[src/rtl/weight_sparse_encoder.sv]
// weight_sparse_encoder: compresses one dense weight slice (channel-major, r fastest)
// into a packed nonzero list {val, r, k} plus per-channel cumulative end pointers.
// Optional feature macro: ENC_THRESH_EN (adds i_thresh, magnitude-threshold zero test).
module weight_sparse_encoder #(
  parameter int unsigned K_LEN  = 8,
  parameter int unsigned R_LEN  = 3,
  parameter int unsigned VAL_BW = 8,
  parameter int unsigned MAX_NZ = 24,
  localparam int unsigned RW    = (R_LEN > 1) ? $clog2(R_LEN) : 1,
  localparam int unsigned KW    = (K_LEN > 1) ? $clog2(K_LEN) : 1,
  localparam int unsigned PW    = $clog2(MAX_NZ) + 1
) (
  input  logic              i_clk,
  input  logic              i_rst_n,
  input  logic              i_start,
  input  logic              i_valid,
  input  logic [VAL_BW-1:0] i_data,
`ifdef ENC_THRESH_EN
  input  logic [VAL_BW-2:0] i_thresh,
`endif
  output logic              o_ready,
  output logic [VAL_BW-1:0] o_val [0:MAX_NZ-1],
  output logic [RW-1:0]     o_r   [0:MAX_NZ-1],
  output logic [KW-1:0]     o_k   [0:MAX_NZ-1],
  output logic [PW-1:0]     o_ptr [0:K_LEN-1],
  output logic [PW-1:0]     o_length,
  output logic              o_overflow,
  output logic              o_finish
);

  typedef enum logic [1:0] {S_IDLE, S_RUN, S_DONE} state_t;

  state_t            r_state;
  logic              r_ready;
  logic              r_finish;
  logic              r_overflow;
  logic [PW-1:0]     r_length;
  logic [RW-1:0]     r_rcnt;
  logic [KW-1:0]     r_kcnt;
  logic [VAL_BW-1:0] r_val [0:MAX_NZ-1];
  logic [RW-1:0]     r_r   [0:MAX_NZ-1];
  logic [KW-1:0]     r_k   [0:MAX_NZ-1];
  logic [PW-1:0]     r_ptr [0:K_LEN-1];

  logic              w_acc;
  logic              w_nz;
  logic              w_room;
  logic              w_last_r;
  logic              w_last;
  logic [PW-1:0]     w_len_nxt;

`ifdef ENC_THRESH_EN
  logic [VAL_BW-2:0] r_thresh;
  logic [VAL_BW-1:0] w_abs;
  logic [VAL_BW-2:0] w_mag;

  // Saturated magnitude of the signed input compared against the latched threshold
  always_comb begin
    w_abs = i_data[VAL_BW-1] ? (~i_data + VAL_BW'(1)) : i_data;
    w_mag = w_abs[VAL_BW-1] ? '1 : w_abs[VAL_BW-2:0];
    w_nz  = (w_mag > r_thresh);
  end

  // Threshold is captured with the start of each slice
  always_ff @(posedge i_clk or negedge i_rst_n) begin
    if (!i_rst_n) begin
      r_thresh <= '0;
    end else if (r_state == S_IDLE && i_start) begin
      r_thresh <= i_thresh;
    end
  end
`else
  // Only an exact zero is skipped
  always_comb begin
    w_nz = (i_data != '0);
  end
`endif

  // Accept / position decode and post-update length
  always_comb begin
    w_acc     = i_valid && r_ready;
    w_room    = (r_length < PW'(MAX_NZ));
    w_last_r  = (r_rcnt == RW'(R_LEN - 1));
    w_last    = w_last_r && (r_kcnt == KW'(K_LEN - 1));
    w_len_nxt = (w_nz && w_room) ? (r_length + PW'(1)) : r_length;
  end

  // Control FSM with list, pointer and counter updates
  always_ff @(posedge i_clk or negedge i_rst_n) begin
    if (!i_rst_n) begin
      r_state    <= S_IDLE;
      r_ready    <= 1'b0;
      r_finish   <= 1'b0;
      r_overflow <= 1'b0;
      r_length   <= '0;
      r_rcnt     <= '0;
      r_kcnt     <= '0;
      for (int i = 0; i < int'(MAX_NZ); i++) begin
        r_val[i] <= '0;
        r_r[i]   <= '0;
        r_k[i]   <= '0;
      end
      for (int j = 0; j < int'(K_LEN); j++) begin
        r_ptr[j] <= '0;
      end
    end else begin
      case (r_state)
        S_IDLE: begin
          r_finish <= 1'b0;
          if (i_start) begin
            r_state    <= S_RUN;
            r_ready    <= 1'b1;
            r_overflow <= 1'b0;
            r_length   <= '0;
            r_rcnt     <= '0;
            r_kcnt     <= '0;
            for (int i = 0; i < int'(MAX_NZ); i++) begin
              r_val[i] <= '0;
              r_r[i]   <= '0;
              r_k[i]   <= '0;
            end
            for (int j = 0; j < int'(K_LEN); j++) begin
              r_ptr[j] <= '0;
            end
          end
        end
        S_RUN: begin
          if (w_acc) begin
            if (w_nz) begin
              if (w_room) begin
                for (int i = 0; i < int'(MAX_NZ); i++) begin
                  if (PW'(i) == r_length) begin
                    r_val[i] <= i_data;
                    r_r[i]   <= r_rcnt;
                    r_k[i]   <= r_kcnt;
                  end
                end
                r_length <= w_len_nxt;
              end else begin
                r_overflow <= 1'b1;
              end
            end
            if (w_last_r) begin
              for (int j = 0; j < int'(K_LEN); j++) begin
                if (KW'(j) == r_kcnt) begin
                  r_ptr[j] <= w_len_nxt;
                end
              end
              r_rcnt <= '0;
              r_kcnt <= r_kcnt + KW'(1);
            end else begin
              r_rcnt <= r_rcnt + RW'(1);
            end
            if (w_last) begin
              r_state  <= S_DONE;
              r_ready  <= 1'b0;
              r_finish <= 1'b1;
            end
          end
        end
        S_DONE: begin
          r_finish <= 1'b0;
          r_state  <= S_IDLE;
        end
        default: begin
          r_state <= S_IDLE;
          r_ready <= 1'b0;
        end
      endcase
    end
  end

  assign o_ready    = r_ready;
  assign o_finish   = r_finish;
  assign o_overflow = r_overflow;
  assign o_length   = r_length;
  assign o_val      = r_val;
  assign o_r        = r_r;
  assign o_k        = r_k;
  assign o_ptr      = r_ptr;

endmodule

[config.mk]
export PLATFORM = sky130hd
export DESIGN_NAME = weight_sparse_encoder
export DESIGN_NICKNAME = d
export VERILOG_FILES = /design/src/rtl/weight_sparse_encoder.sv
export SDC_FILE = /design/constraint.sdc
export NUM_CORES = 1
export LEC_CHECK = 0
export CAP_MARGIN = 20
export CORE_MARGIN = 8
export CORE_UTILIZATION = 46
export CTS_BUF_LIST = sky130_fd_sc_hd__clkbuf_2 sky130_fd_sc_hd__clkbuf_4 sky130_fd_sc_hd__clkbuf_8
export DETAILED_ROUTE_END_ITERATION = 6
export MAX_ROUTING_LAYER = met4
export PLACE_DENSITY = 0.78
export RECOVER_POWER = 100
export SYNTH_ARGS = -nofsm -noshare
export SYNTH_HDL_FRONTEND = slang
export SYNTH_SLANG_ARGS = --single-unit
[constraint.sdc]
create_clock -name i_clk -period 2.43 [get_ports i_clk]
set_clock_uncertainty 0.2 [all_clocks]
set_input_delay 0.486 -clock i_clk [delete_from_list [all_inputs] [get_ports i_clk]]
set_output_delay 0.486 -clock i_clk [all_outputs]
set_load 0.01 [all_outputs]
=== Word level (Yosys, flattened, before mapping) ===
Index checks and enable logic that the tools add are counted.
W data, S select, Z words.

* Muxes and demuxes: 128
* Equality and inequality tests: 73
* Shift-type cells: 0
* Magnitude comparators: 1
* Div/mod/pow operators: 0
* Multiply operators: 0
* Reductions and logical operators: 49
* Bitwise gates (word level): 1
* Add/sub/neg operators: 3

{| class="wikitable"
|+ Operators by type and width
! cell !! number
|-
| $mux W192 || 4
|-
| $pmux W192 S2 || 1
|-
| $mux W48 || 6
|-
| $mux W72 || 4
|-
| $mux W8 || 24
|-
| $pmux W48 S2 || 2
|-
| $pmux W72 S2 || 1
|-
| $reduce_and A6 Y1 || 24
|-
| $mux W3 || 27
|-
| $mux W6 || 13
|-
| $ne A2 B2 Y1 const B || 39
|-
| $mux W2 || 30
|-
| $reduce_and A5 Y1 || 10
|-
| $eq A4 B6 Y1 const A || 8
|-
| $eq A5 B6 Y1 const A || 8
|-
| $eq A3 B6 Y1 const A || 4
|-
| $eq A2 B6 Y1 const A || 2
|-
| $eq A3 B3 Y1 const A || 4
|-
| $pmux W6 S2 || 1
|-
| $mux W1 || 9
|-
| $reduce_and A3 Y1 || 3
|-
| $pmux W2 S2 || 2
|-
| $reduce_and A4 Y1 || 2
|-
| $reduce_bool A8 Y1 || 1
|-
| 20 further kinds || 26
|}

* Memory bits (read-only): 0
* RAM bits: 0
* Register bits after elaboration: 376
* Bits of input ports: 12
* Memories kept: 0
* Bits in latches: 0

=== Logic depth before layout (Yosys ltp) ===
* Word-level depth: 7
* Mapped depth: 8

=== Least setup slack after synthesis ===
No wires, ideal clock.

* Path kind: reg-to-reg
* Start point: register r_length[1], in the netlist o_length[1]
* End point: register r_val, in the netlist o_val[176]
* Buffers on the path: 2
* Period minus slack after synthesis: 2.380 ns
* Library setup time: 0.121 ns
* Data arrival time: 2.059 ns
* Data required time: 2.109 ns
* Stages on the path, launching flop included: 9
* Setup slack: 0.050 ns
* Cell sequence: dfrtp_1 inv_1 ha_1 or3b_1 clkbuf_1 nor2_4 o221ai_2 buf_4 a22o_1

* Cells in the longest elaborated chain, start to end: 3
* Elaborated cells between the ends (all ways): 5
* Those cells by class: 1 x order compare; 3 x eq/ne; 1 x reduce/logical

{| class="wikitable"
|+ Ends and longest elaborated chain
! element !! RTL line !! RTL
|-
| start, declared || 37 || <nowiki>logic [PW-1:0] r_length;</nowiki>
|-
| start signal, assigned || 138 || <nowiki>r_length <= w_len_nxt;</nowiki>
|-
| $lt A6 B5 Y1 / $eq A1 B6 Y1 (equally long branches) || 82, 132 ||
|-
| $ne A2 B2 Y1 (no line) || - ||
|-
| $reduce_and A6 Y1 (no line) (*) || - ||
|-
| end signal, assigned by index || 133 || <nowiki>r_val[i] <= i_data;</nowiki>
|-
| end, declared || 40 || <nowiki>logic [VAL_BW-1:0] r_val [0:MAX_NZ-1];</nowiki>
|}

Every way passes the cells marked *; elsewhere a longest branch is shown, timed or not.
A chain may end at the register's enable or synchronous reset.

=== Worst setup path in the final report ===
* Start point: register r_length[4], in the netlist o_length[4]
* End point: output o_length[4]

{| class="wikitable"
|+ RTL lines
! element !! RTL line !! RTL
|-
| end, declared || 26 || <nowiki>output logic [PW-1:0] o_length,</nowiki>
|}

No word-level cell between the ends.

==> metrics.md <==
| Metric | Value |
|---|---|
| Synth top cells by count | dfrtp_1 (376), a22o_1 (193), o2bb2ai_1 (125), mux2_2 (34), nand2_1 (30) |
| HPWL after detailed placement | 36,500 um |
| FMAX | 423 MHz |
| TritonCTS clock tree | done |
| Most used routing layer | met2 |
| Number of flops mapped to enable cells by yosys | 0 |
| Tcrit/Tclk final | between 90% and 100% |
| Num Clock Sinks | ~380 |
| Synth Flop Type | dfrtp_1 |
| Vias in the first global route | approximately 13,000 |
| Synth warnings | 0 |
| Switching part of the total | around a third |
| Clock-pin slew on the worst setup and hold paths | 70 ps |
| Yosys cell types | 60 |
| NetSw | 6.98 mW |
| CTS buffer count | 57 |
| Root buf cell | clkbuf_8 |
| Initial Util | 46.3% |
| Global routing usage on met2 | 42.7% |
| Final WL | 51,200 um |
| Mux contribution to synthesized area | 2.79% |
| Largest family of logic cells by synthesized area | compound AO/OA/AOI/OAI gates |
| Adder-Cell Fraction of Synth Area | less than 1% |
| Worst Hold Class | reg -> reg |
| Int Pwr | 13.4 mW |
| CP Capture Type | output pin |
| RSZ-0062 raised after global routing | false |
| Slowest stage delay, CP | 610 ps |
| Count leader, synth | dfrtp_1 |
| Reg power frac | 37.9% |
| Setup violators final | 0 |
| Final hold vios | 0 |
| Worst Max-Slew Pin Slew | 1600 ps |
| CP Cell Sequence | clkdlybuf4s50_1 |
| VDD IR max | 627 uV |
| Status | complete, but fails checks |
| Tmin final | between 2000 and 2500 ps |
| Synth Area in Simple Gates | between 5 and 6% |
| Worst Path Required | between 1500 and 2000 ps |
| Initial DRT Pass Iterations | 5 |
| IO Pins | ~380 |
| Xor/xnor cell area share of the yosys netlist | 0.109% |
| Mean area per synthesized cell | approximately 14 um^2 |
| Clock share of power | 26.9% |
| GR Util met3 | under 10% |
| Gr ovfl total | 0 |
| GRT Overall Usage | 27.0% |
| DRC | 0 |
| Setup TNS | 0 ps |
| Share of cells above drive strength 1 | 20.8% |
| Critical path class | reg -> out |
| Routability cong. | 0.856 |
| First-pass GRT wire length | 78,500 um |
| Failing checks | max-capacitance violations, max-slew violations |
| Total number of vias | 11,867 |
| Max cap viols | 1 |
| M1 GR Usage | around 34% |
| Max Slew Vio Count | 53 |
| Post-synthesis cell count | 1,053 |
| Max Fanout on Critical Path | 6 |
| Antenna diodes | 0 |
| Post-synth top area share | 62.9% |
| Finished Cell Area | 21,500 um^2 |
| DR WL/cell | 25.1 um |
| Worst skew pair latency | 580 ps |
| Die Span Y | 196 um |
| Hold WS | about 290 ps |
| Core Region | 32,300 um^2 |
| Compound-Gate Fraction of Synth Area | between 20% and 30% |
| Longest Clk Path Bufs | 3 |
| Die ar. | 38,500 um^2 |
| Arrival time worst endpoint | 1680 ps |
| Iter 0 DRT Violations | 802 |
| Crit path buf inv count | 1 |
| #FFs+latches synth | 376 |
| Setup WS pre-CTS | -403 ps |
| Post-synth ARST share | 100% |
| Cell Pwr Density | approximately 950 nW/um^2 |
| Slowest CP cell | clkdlybuf4s50_1 |
| Port buffer count | 380 |
| Post-Place Cell Area | 20,500 um^2 |
| Pin count of the biggest net entering global routing | 64 |
| Core Rows | 66 |
| Largest cells by area after synthesis | dfrtp_1 (63%), a22o_1 (11%), o2bb2ai_1 (7.3%), mux2_2 (2.6%), o221ai_2 (2.1%) |
| Mapped Area | approximately 15,000 um^2 |
| Synthesized Nets | 1,076 |
| Die W | 196 um |
| Seq/Total Area, Yosys | between 60% and 70% |
| Worst setup margin | about 64 ps |
| Vias per cell | 5.83 |
| Leak pwr | around 11 nW |
| Area grow syn2layout | 43.9% |
| Critical path launch point type | flip-flop |
| Comb power frac | a little over a third |
| CP delay by family, top | buffers and inverters |
| Fillers | ~2,300 |
| Synth area leader | dfrtp_1 |
| Post-route ant nets | 0 |
| # nets final | 1,579 |
| Slew headroom | -6.50% |
| # H-tree levels | 2 |
| Initial antenna violation count | 0 |
-- logic make-up (layout without fill, tap and decap cells) --
logic type / after synthesis / count (layout)
xor gates and xnor gates: 1 / 1
adders and majority gates: 11 / 11
buffers and inverters: 105 / 647
and+or+nand+nor: 133 / 133
muxes: 37 / 37
AOI/OAI and AO/OA: 390 / 390
DFF: 376 / 376
-- placed cells by master (no fill, tap or decap), types with 16 or more instances in the layout --
master,n
buf_12,40
a22o_1,193
clkbuf_8,73
mux2_2,33
dlygate4sd3_1,362
inv_1,23
buf_4,88
clkbuf_4,16
dfrtp_1,375
o2bb2ai_1,125
nand2_1,30
-- metal layers --
metal | share of wire [%] | up-vias
met5 | 0 | -
met4 | 3.7 | 0
met3 | 8.1 | 116
met2 | 48 | 623
met1 | 40 | 6025
li1 | - | 5103
-- timing repair --
item / CTS / global route
buffers inserted: 2 / 0
endpoints found under the hold margin: 46 / 0
hold buffers: 1 / 0
setup endpoints to repair: 3 / 20
gates resized for setup: 4 / 6
-- power groups by stage --
| stage | Clock [mW] | Sequential (mW) | Combinational (mW) |
|---|---|---|---|
| 3_5_place_dp | 0 | 7.85 | 7.57 |
| 3_3_place_gp | 0 | 7.83 | 7.40 |
| 6_report | 5.49 | 7.73 | 7.18 |
| 4_1_cts | 5.56 | 7.75 | 7.65 |
| 2_1_floorplan | 0 | 8.05 | 3.18 |
| 5_1_grt | 5.86 | 7.81 | 7.60 |
-- flip-flops by register name (all words and copies together), names as in the netlist --
signal	flops
o_val	192
o_k	72
o_ptr	48
o_r	48
o_length	6
r_kcnt	3
r_rcnt	2
r_state	2
o_finish	1
o_overflow	1
o_ready	1
-- metrics by stage --
step                utilization [%]  instances  total power, mW
global placement               63.5       1936             15.2
finish                         66.7       2037             20.4
floorplan                         -       1053             11.2
CTS                            67.3       2037             21.0
detailed placement             63.5       1936             15.4
global route                   66.7       2037             21.3
-- area by class of cell --
cell class	instances	area [um^2]	share of cell area, %
multi-input cells	572	4910	22.8
clock inverters	12	116	0.541
inverters	24	90.1	0.418
flip-flops and latches	376	9410	43.7
clock buffers	86	1100	5.12
repair buffers	525	5350	24.9
well taps	442	553	2.57
-- path summary, 6_finish.rpt --
kind                                  start     endpoint  slack (ps)  cells after the start
worst max register to register   r_state[0]   o_val[175]         110                      6
worst min register to register      o_r[10]      o_r[10]         290                      1
max in group asynchronous           i_rst_n      o_k[15]         230                      3
min in group asynchronous           i_rst_n      o_k[48]         650                      2
worst min-delay path                o_r[10]      o_r[10]         290                      1
worst max-delay path            o_length[4]  o_length[4]          60                      1
No activity file was read; power rests on OpenSTA's default activity.
